===== src/rtl/instr_fetch_buffer_pkg.sv =====
// Shared definitions for the instruction fetch buffer.
//   - MIPS-style opcode/funct constants used by control-flow predecode
//   - default NOP and HALT encodings
//   - FSM state type ibuf_state_t
//   - is_ctrl(): predecode helper (J/JAL/BEQ/BNE/JR)
package instr_fetch_buffer_pkg;

  localparam logic [5:0] OP_RTYPE = 6'd0;
  localparam logic [5:0] OP_J     = 6'd2;
  localparam logic [5:0] OP_JAL   = 6'd3;
  localparam logic [5:0] OP_BEQ   = 6'd4;
  localparam logic [5:0] OP_BNE   = 6'd5;
  localparam logic [5:0] FN_JR    = 6'd8;

  localparam logic [31:0] NOP_INSTR  = 32'h0000_0020;
  localparam logic [31:0] HALT_INSTR = 32'hFC00_0000;

  typedef enum logic [1:0] {
    ST_RUN    = 2'd0,
    ST_SQUASH = 2'd1,
    ST_HALTED = 2'd2
  } ibuf_state_t;

  // True for instructions that redirect the pc. Callers pass the opcode
  // (top 6 bits) and funct (low 6 bits) so the helper is width-agnostic.
  function automatic logic is_ctrl(input logic [5:0] opcode, input logic [5:0] funct);
    logic r;
    r = 1'b0;
    case (opcode)
      OP_J, OP_JAL, OP_BEQ, OP_BNE: r = 1'b1;
      OP_RTYPE:                     r = (funct == FN_JR);
      default:                      r = 1'b0;
    endcase
    return r;
  endfunction

endpackage


===== src/rtl/instr_fetch_buffer_fifo.sv =====
// ibuf_fifo: circular storage for the fetch buffer.
//   clk, rst_      clock, asynchronous active-low reset (pointers/count only)
//   push, wr_data  write an entry at the tail (ignored when full or clearing)
//   pop            retire the head entry (ignored when empty or clearing)
//   clear          drop all contents; wins over push and pop
//   rd_data        head entry (combinational read, undefined when empty)
//   count          occupied entries; full/empty derived from it
// The storage array itself is deliberately not reset.
module ibuf_fifo #(
  parameter int W     = 64,
  parameter int DEPTH = 4
) (
  input  logic                           clk,
  input  logic                           rst_,
  input  logic                           push,
  input  logic                           pop,
  input  logic                           clear,
  input  logic [W-1:0]                   wr_data,
  output logic [W-1:0]                   rd_data,
  output logic [$clog2(DEPTH+1)-1:0]     count,
  output logic                           full,
  output logic                           empty
);
  import instr_fetch_buffer_pkg::*;

  localparam int AW = $clog2(DEPTH);
  localparam int CW = $clog2(DEPTH + 1);

  logic [W-1:0]  mem [DEPTH];
  logic [AW-1:0] wr_ptr;
  logic [AW-1:0] rd_ptr;
  logic          do_push;
  logic          do_pop;

  assign full    = (count == CW'(DEPTH));
  assign empty   = (count == '0);
  assign do_push = push && !full && !clear;
  assign do_pop  = pop && !empty && !clear;
  assign rd_data = mem[rd_ptr];

  // DEPTH is a power of two, so pointer wrap is plain AW-bit overflow.
  always_ff @(posedge clk or negedge rst_) begin
    if (!rst_) begin
      wr_ptr <= '0;
      rd_ptr <= '0;
      count  <= '0;
    end else if (clear) begin
      wr_ptr <= '0;
      rd_ptr <= '0;
      count  <= '0;
    end else begin
      if (do_push) wr_ptr <= wr_ptr + AW'(1);
      if (do_pop)  rd_ptr <= rd_ptr + AW'(1);
      case ({do_push, do_pop})
        2'b10:   count <= count + CW'(1);
        2'b01:   count <= count - CW'(1);
        default: count <= count;
      endcase
    end
  end

  always_ff @(posedge clk) begin
    if (do_push) mem[wr_ptr] <= wr_data;
  end

endmodule


===== src/rtl/instr_fetch_buffer.sv =====
// instr_fetch_buffer: instruction queue between instruction memory and decode.
//   clk, rst_          clock, asynchronous active-low reset
//   in_valid/in_ready  fetch-side handshake; in_instr/in_pc are the beat
//   flush              redirect: drop contents, then squash FLUSH_LAT cycles of fetch
//   hold               decode stall; head is not popped
//   out_valid          head entry valid; out_instr/out_pc/out_ctrl describe it
//                      (NOP_INSTR / 0 / 0 when not valid)
//   halted             a HALT was popped; buffer frozen until flush or reset
//   count              occupied entries
//   state_dbg          current FSM state
//
// Handshake rule (both sides): a beat transfers on a rising edge where
// valid and ready are both high. in_ready depends only on registered state,
// and a pop happens on any edge where out_valid is high and hold is low.
module instr_fetch_buffer #(
  parameter int          BITS       = 32,
  parameter int          PC_BITS    = 32,
  parameter int          DEPTH      = 4,
  parameter int          FLUSH_LAT  = 2,
  parameter logic [31:0] NOP_INSTR  = instr_fetch_buffer_pkg::NOP_INSTR,
  parameter logic [31:0] HALT_INSTR = instr_fetch_buffer_pkg::HALT_INSTR
) (
  input  logic                                clk,
  input  logic                                rst_,
  input  logic                                in_valid,
  output logic                                in_ready,
  input  logic [BITS-1:0]                     in_instr,
  input  logic [PC_BITS-1:0]                  in_pc,
  input  logic                                flush,
  input  logic                                hold,
  output logic                                out_valid,
  output logic [BITS-1:0]                     out_instr,
  output logic [PC_BITS-1:0]                  out_pc,
  output logic                                out_ctrl,
  output logic                                halted,
  output logic [$clog2(DEPTH+1)-1:0]          count,
  output instr_fetch_buffer_pkg::ibuf_state_t state_dbg
);
  import instr_fetch_buffer_pkg::*;

  localparam int W = PC_BITS + BITS;

  ibuf_state_t       state;
  logic [3:0]        squash_cnt;
  logic              push;
  logic              pop;
  logic              full;
  logic              empty;
  logic [W-1:0]      head;
  logic [BITS-1:0]   head_instr;
  logic [PC_BITS-1:0] head_pc;

  assign head_pc    = head[W-1 -: PC_BITS];
  assign head_instr = head[BITS-1:0];

  // During SQUASH fetch data is accepted so the memory side drains, but
  // nothing is written. Flush overrides any push or pop in its cycle.
  assign in_ready  = ((state == ST_RUN) && !full) || (state == ST_SQUASH);
  assign out_valid = (state == ST_RUN) && !empty;
  assign push      = in_valid && in_ready && (state == ST_RUN) && !flush;
  assign pop       = out_valid && !hold && !flush;

  assign out_instr = out_valid ? head_instr : BITS'(NOP_INSTR);
  assign out_pc    = out_valid ? head_pc : '0;
  assign out_ctrl  = out_valid && is_ctrl(head_instr[BITS-1 -: 6], head_instr[5:0]);
  assign halted    = (state == ST_HALTED);
  assign state_dbg = state;

  ibuf_fifo #(
    .W     (W),
    .DEPTH (DEPTH)
  ) u_fifo (
    .clk     (clk),
    .rst_    (rst_),
    .push    (push),
    .pop     (pop),
    .clear   (flush),
    .wr_data ({in_pc, in_instr}),
    .rd_data (head),
    .count   (count),
    .full    (full),
    .empty   (empty)
  );

  // Control FSM. squash_cnt counts down every SQUASH cycle regardless of
  // fetch traffic; the cycle it reads 1 is the last squashed one.
  always_ff @(posedge clk or negedge rst_) begin
    if (!rst_) begin
      state      <= ST_RUN;
      squash_cnt <= '0;
    end else if (flush) begin
      if (FLUSH_LAT > 0) begin
        state      <= ST_SQUASH;
        squash_cnt <= 4'(FLUSH_LAT);
      end else begin
        state      <= ST_RUN;
        squash_cnt <= '0;
      end
    end else begin
      case (state)
        ST_RUN: begin
          if (pop && (head_instr == BITS'(HALT_INSTR))) state <= ST_HALTED;
        end
        ST_SQUASH: begin
          if (squash_cnt <= 4'd1) begin
            state      <= ST_RUN;
            squash_cnt <= '0;
          end else begin
            squash_cnt <= squash_cnt - 4'd1;
          end
        end
        ST_HALTED: state <= ST_HALTED;
        default: begin
          state      <= ST_RUN;
          squash_cnt <= '0;
        end
      endcase
    end
  end

endmodule


===== config.mk =====
export PLATFORM = sky130hd
export DESIGN_NAME = instr_fetch_buffer
export DESIGN_NICKNAME = d
export VERILOG_FILES = /design/src/rtl/instr_fetch_buffer_pkg.sv /design/src/rtl/instr_fetch_buffer_fifo.sv /design/src/rtl/instr_fetch_buffer.sv
export SDC_FILE = /design/constraint.sdc
export NUM_CORES = 1
export LEC_CHECK = 0
export BUFFER_PORTS_ARGS = -buffer_cell sky130_fd_sc_hd__buf_2
export CAP_MARGIN = 5
export CORE_UTILIZATION = 30
export DETAILED_ROUTE_END_ITERATION = 6
export PLACE_DENSITY = 0.44
export RECOVER_POWER = 25
export REMOVE_ABC_BUFFERS = 1
export SLEW_MARGIN = 5
export SYNTH_ARGS = -nofsm -noshare
export SYNTH_HDL_FRONTEND = slang
export SYNTH_SLANG_ARGS = --single-unit
export TNS_END_PERCENT = 50

===== constraint.sdc =====
create_clock -name clk -period 3.9 [get_ports clk]
set_clock_uncertainty 0.1 [all_clocks]
set_input_delay 1.17 -clock clk [delete_from_list [all_inputs] [get_ports clk]]
set_output_delay 1.17 -clock clk [all_outputs]
set_load 0.05 [all_outputs]

==> flow_summary_export.csv, run 1 <==
group,metric,value,unit
cells_and_area,fin_nets,749,
floorplanning,ioPinCount,142,
drt,wl_per_cell,20.4,um
setup_path,worstPathRequired,2.63,ns
logic_synthesis,ys_ff_latch,269,
place,place_ws,0.0844,ns
drt,drc_errors,0,
logic_synthesis,synthCells,505,
flow_run,drv_cap,0,
place,port_buffers,141,
floorplanning,die_w,189,um
floorplanning,coreArea,34500,sq um
drt,viasPerCell,4.59,
timing,rsz0062_at_grt,"true",
cells_and_area,design_area,12800,sq um
setup_path,slowest_delay,0.58,ns
logic_synthesis,yosysUniqueCellTypes,37,
pwr,power_frac_clock,0.377,
run_status,outcome,"complete, but fails checks",
place,dpl.hpwl,14400,um
drt,first_pass_iters,5,
setup_path,arrival,2.83,ns
logic_synthesis,syn_area,10500,sq um
timing,layout_setup_ws,-0.204,ns
timing,tightest_slew,1.10,ns
pwr,pwr-share-comb,0.129,
place,place_congestion,0.730,
clock_network,clock_latency,0.55,ns
drt,num_vias,5305,
pwr,power_leakage,4.32,nW
setup_path,r2r_slack,0.86,ns
drt,routed_wl,23600,um
floorplanning,dieArea,35900,sq um
setup_path,cp_max_fo,6,
global_route,track_usage,0.133,
floorplanning,initial_core_util,0.305,
clock_network,cts_root_buf,"clkbuf_16",
pwr,internal-power,5.01,mW
clock_network,clockBufferDepth,3,
setup_path,path_cells,"mux4_2 > or4_4 > nor2_4 > a311oi_1 > nor4_1 > buf_4",
worst_hold_path,worstHoldPathType,"register to register",
clock_network,numCtsBuffers,30,
timing,setup_tns,-0.204,ns
cells_and_area,drive_gt1_frac,0.330,
cells_and_area,utilization,0.370,
cells_and_area,final_cells,1156,
timing,post-route-period-util,1.05,
floorplanning,num_rows,68,
drt,antenna_left,0,
place,post-place-cells,1096,
global_route,antenna_found_initial,6,
pwr,power.switching,1.73,mW
timing,relSlewSlack,0.259,
setup_path,worst_setup_path_end_kind,"primary output",
pwr,seq_power_share,0.494,
setup_path,critPathKind,"register to primary output",
clock_network,h-tree-depth,1,
pwr,swShare,0.256,
pwr,ir_worst_vdd,353,uV
timing,drv_slew,0,
pwr,p_per_area,526,nW/um^2
clock_network,cts_tree,"done",
timing,hold_viol_final,0,
global_route,first_global_vias,5858,
pwr,power,6.73,mW
global_route,grt_pass1_wl,35800,um
clock_network,ctsHoldBuffers,0,
setup_path,worstSetupStartpointType,"register",
cells_and_area,area.growth.synth_to_final,21.3,%
place,dpl-instance-area,11900,sq um
timing,whs,0.477,ns
run_status,violations,"negative setup slack",
logic_synthesis,yosysSeqAreaShare,0.760,
timing,fmax,244,MHz
drt,drt_iter0_drc,275,
setup_path,slowest_stage,"or4_4",
logic_synthesis,yosysWarnings,0,
timing,setup_viol,1,
global_route,grt_overflow_total,0,
clock_network,clk_transition_reported_paths,0.06,ns
timing,layout_min_cycle_time,4.10,ns
floorplanning,fp.dieH,189,um
logic_synthesis,syn_avg_cell_area,20.9,sq um
global_route,grt_max_degree,62,
clock_network,clock_sinks,269,
==> cell usage after synthesis <==
library cell  instances  area, sq um
edfxtp_1            256         7690
and2_1               65          407
mux4_2               57         1280
nor2_1               21         78.8
dfrtp_1              13          325
clkbuf_1             12         45.0
inv_1                10         37.5
mux4_1                7          184
nor4_1                7         43.8
ha_1                  6         75.1
nand2_1               5         18.8
xnor2_1               4         35.0
buf_2                 3         15.0
buf_4                 3         22.5
buf_6                 3         33.8
nand2b_1              3         18.8
a21oi_1               2         10.0
and3_1                2         12.5
mux2i_1               2         20.0
nand4_1               2         12.5
nor3_1                2         10.0
o2111ai_1             2         17.5
o21ai_0               2         10.0
or4_1                 2         15.0
xor2_1                2         17.5
a2bb2oi_1             1         8.76
a311oi_1              1         8.76
a31oi_1               1         6.26
buf_1                 1         3.75
fa_1                  1         20.0
mux2_2                1         11.3
nand3_1               1         5.00
nor3b_1               1         7.51
o221ai_1              1         8.76
o2bb2ai_1             1         8.76
o311ai_0              1         8.76
or3b_2                1         8.76
==> final cells by class <==
class,count,area [sq um]
Multi-Input combinational cell,204,2390
Timing Repair Buffer,158,875
Tap cell,455,569
Fill cell,3314,21800
Clock inverter,17,80.1
Inverter,10,42.5
Antenna cell,4,10.0
Clock buffer,39,806
Sequential cell,269,8020
==> cell families after synthesis <==
logic type	after synthesis	synth area share
AOI/OAI and AO/OA	12	0.00831
DFF	269	0.760
and+or+nand+nor	112	0.0605
xor gates and xnor gates	6	0.00498
muxes	67	0.142
adders and majority gates	7	0.00902
buffers and inverters	32	0.0150
==> power by group through the flow <==
stage               sequential, mW  combinational, mW  clock, mW
finish                        3.33              0.867       2.54
global route                  3.34              0.939       2.73
CTS                           3.33              0.890       2.62
detailed placement            3.39              0.881          0
global placement              3.38              0.868          0
floorplan                     3.43              0.538          0
==> final timing paths <==
check | startpoint | to | cells past startpoint
max | u_fifo.rd_ptr[0] | out_ctrl | 6
min | squash_cnt[3] | squash_cnt[3] | 2
max in group asynchronous | rst_ | u_fifo.rd_ptr[0] | 1
max reg2reg | u_fifo.rd_ptr[0] | state_dbg[1] | 6
min reg2reg | squash_cnt[3] | squash_cnt[3] | 2
min in group asynchronous | rst_ | u_fifo.wr_ptr[1] | 1
==> critical path, delay by kind of cell (launching register included) <==
family          cells  cell delay, ns
buf+inv             1            0.26
flops               1            0.49
compound gates      1            0.10
mux                 1            0.52
simple gates        3            0.90
==> placed cells by master, fill, tap and decap left out, drive strengths merged <==
master	Yosys	routed
a2bb2oi	1	1
nand2b	3	3
o311ai	1	1
clkinv	0	15
edfxtp	256	256
o2111ai	2	2
and2	65	65
mux4	64	64
nand4	2	2
nor2	21	21
diode	0	4
xnor2	4	4
o2bb2ai	1	1
and3	2	2
nor4	7	7
xor2	2	2
clkbuf	12	78
mux2	1	1
a31oi	1	1
or3b	1	1
nand3	1	1
a311oi	1	1
nand2	5	5
o221ai	1	1
mux2i	2	2
nor3b	1	1
a21oi	2	2
buf	10	119
dfrtp	13	13
or4	2	2
clkinvlp	0	2
fa	1	1
inv	10	10
o21ai	2	2
ha	6	6
nor3	2	2
==> registers in the layout (all words and copies together) (netlist names) <==
| register | flops |
|---|---|
| u_fifo.mem | 256 |
| squash_cnt | 4 |
| u_fifo.count | 3 |
| state_dbg | 2 |
| u_fifo.rd_ptr | 2 |
| u_fifo.wr_ptr | 2 |
==> per-layer routing <==
layer	vias up	wire length, um	global-route usage
li1	2390	-	-
met2	135	11400	0.221
met4	4	435	0.0335
met3	36	1650	0.0424
met1	2740	10100	0.167
met5	-	29	0
==> what timing repair did <==
action	4_1_cts	5_1_grt
setup endpoints to repair	20	43
setup buffers	0	0
cloned	0	0
resized for setup	7	2
pin swaps	1	0
(Power assumes the default switching activity.)
==> run 2: changes to the inputs <==
--- a/config.mk
+++ b/config.mk
@@ -9,7 +9,6 @@
 export CAP_MARGIN = 5
 export CORE_UTILIZATION = 30
 export DETAILED_ROUTE_END_ITERATION = 6
-export PLACE_DENSITY = 0.44
 export RECOVER_POWER = 25
 export REMOVE_ABC_BUFFERS = 1
 export SLEW_MARGIN = 5
==> run 2 against run 1 <==
Compared with the run above: the flow still finishes with violations (negative setup slack); critical path depth is the same; flip-flop and latch count unchanged; clock power increased by 13%; via count down 0.40%; sequential power about the same; cell count is 0.17% higher; power rose by 4.8%; global-route usage shrank 1.0 points; design area is 1.5% higher; worst hold slack improved by 0.013 ns; sequential share of layout area is 0.92 points lower; combinational power barely moved; critical endpoint unchanged; highest routed layer is now met4.
==> flow_summary_export.csv, run 2 (synthesized netlist as in run 1, its figures left out) <==
group,metric,value,unit
setup_path,arrival,2.79,ns
cells_and_area,largestRegisters,"u_fifo.mem: 256 flops, squash_cnt: 4 flops, u_fifo.count: 3 flops",
global_route,grt_pass1_wl,33600,um
global_route,antenna_found_initial,2,
pwr,p_per_area,543,nW/um^2
place,place_ws,0.0677,ns
drt,antenna_left,0,
clock_network,clock_sinks,269,
clock_network,clockBufferDepth,3,
cells_and_area,largest_reg_flops,256,
drt,drt_iter0_drc,323,
cells_and_area,final_common_cell,"edfxtp_1",
drt,drc_errors,0,
clock_network,numCtsBuffers,30,
cells_and_area,area.growth.synth_to_final,23.1,%
setup_path,worst_setup_path_end_kind,"primary output",
cells_and_area,regMostFlops,"u_fifo.mem",
setup_path,rr_endpoint,"state_dbg[1]",
timing,layout_min_cycle_time,4.06,ns
setup_path,r2r_slack,0.89,ns
timing,hold_viol_final,0,
cells_and_area,fin_nets,754,
setup_path,path_cells,"mux4_2 > or4_4 > nor2_4 > a311oi_2 > nor4_2 > buf_4",
pwr,power_leakage,4.43,nW
cells_and_area,final_cells,1158,
clock_network,clock_latency,0.54,ns
pwr,power,7.05,mW
drt,num_vias,5284,
floorplanning,dieArea,35900,sq um
timing,relSlewSlack,0.442,
pwr,ir_worst_vdd,373,uV
timing,tightest_slew,0.837,ns
global_route,grt_max_degree,65,
setup_path,slowest_delay,0.57,ns
timing,rsz0062_at_grt,"true",
setup_path,endpoint,"out_ctrl",
floorplanning,fp.dieH,189,um
place,dpl-instance-area,11900,sq um
floorplanning,num_rows,68,
floorplanning,coreArea,34500,sq um
run_status,violations,"negative setup slack",
place,port_buffers,141,
timing,post-route-period-util,1.04,
place,dpl.hpwl,13800,um
setup_path,reg2reg_depth,7,
setup_path,startpoint,"u_fifo.rd_ptr[0]",
timing,setup_viol,1,
setup_path,timing.rr.start,"u_fifo.rd_ptr[0]",
setup_path,critPathKind,"register to primary output",
drt,first_pass_iters,4,
flow_run,drv_cap,0,
setup_path,slowest_stage,"or4_4",
clock_network,cts_tree,"done",
worst_hold_path,worstHoldPathType,"register to register",
place,post-place-cells,1100,
clock_network,cts_root_buf,"clkbuf_16",
floorplanning,die_w,189,um
run_status,outcome,"complete, but fails checks",
setup_path,worstSetupStartpointType,"register",
clock_network,h-tree-depth,1,
setup_path,cp_max_fo,7,
timing,drv_slew,0,
clock_network,ctsHoldBuffers,0,
drt,routed_wl,21900,um
drt,viasPerCell,4.56,
timing,fmax,246,MHz
drt,wl_per_cell,18.9,um
clock_network,clk_transition_reported_paths,0.06,ns
setup_path,worstPathRequired,2.63,ns
cells_and_area,drive_gt1_frac,0.346,
timing,layout_setup_ws,-0.157,ns
floorplanning,initial_core_util,0.305,
cells_and_area,final_cell_mix,"edfxtp_1 (256), buf_2 (98), and2_1 (61)",
floorplanning,ioPinCount,142,
cells_and_area,design_area,13000,sq um
global_route,first_global_vias,5627,
global_route,grt_overflow_total,0,
cells_and_area,fill_cells,3260,
timing,setup_tns,-0.157,ns
place,place_congestion,0.757,
global_route,track_usage,0.122,
[run 2: layout make-up]
| type | instances | area [sq um] | area share |
|---|---|---|---|
| clock buffers | 49 | 986 | 0.0759 |
| repair buffers | 163 | 903 | 0.0696 |
| clock inverters | 7 | 62.6 | 0.00482 |
| well taps | 455 | 569 | 0.0439 |
| flip-flops and latches | 269 | 8020 | 0.618 |
| inverters | 10 | 40.0 | 0.00308 |
| multi-input cells | 204 | 2400 | 0.185 |
| diodes | 1 | 2.50 | 0.000193 |
[run 2: how the worst min path moves through the flow]
stage                     slack, ns  cells past startpoint       endpoint     startpoint
after detailed placement       0.45                      2  squash_cnt[2]  squash_cnt[2]
after CTS                      0.42                      1   state_dbg[1]           rst_
after global routing           0.51                      2  squash_cnt[2]  squash_cnt[2]
final                          0.49                      2  squash_cnt[2]  squash_cnt[2]
after floorplan                0.42                      2  squash_cnt[2]  squash_cnt[2]
after global placement         0.46                      2  squash_cnt[2]  squash_cnt[2]
[run 2: timing repair]
| item | 4_1_cts | 5_1_grt |
|---|---|---|
| gates resized for setup | 10 | 6 |
| endpoints found under the setup margin | 22 | 31 |
| pin swaps | 2 | 0 |
| setup buffers | 1 | 0 |
[run 2: metal layers]
metal	vias up	share of wire	track usage
met2	128	0.50	0.207
li1	2392	-	-
met5	-	0	0
met4	0	0.014	0.0307
met1	2740	0.43	0.156
met3	24	0.059	0.0308
[run 2: power breakdown]
part           leakage [nW]  internal [mW]  switching, mW
Clock                 0.519           1.78           1.08
Sequential             2.47           3.27         0.0523
Combinational          1.43          0.301          0.566
Total                  4.43           5.36           1.70
[run 2: stage by stage]
step           utilization  hold slack (ns)
4_1_cts              0.377            0.417
6_report             0.376            0.490
2_1_floorplan            -            0.422
3_3_place_gp         0.346            0.459
5_1_grt              0.376            0.508
3_5_place_dp         0.346            0.454
[run 2: worst max-delay path, delay by kind of cell, from the launching register on]
kind	cells	cell delay [ns]
AO/OA/AOI/OAI	1	0.12
buffers and inverters	1	0.24
AND/OR/NAND/NOR	3	0.88
flip-flops	1	0.48
multiplexers	1	0.52
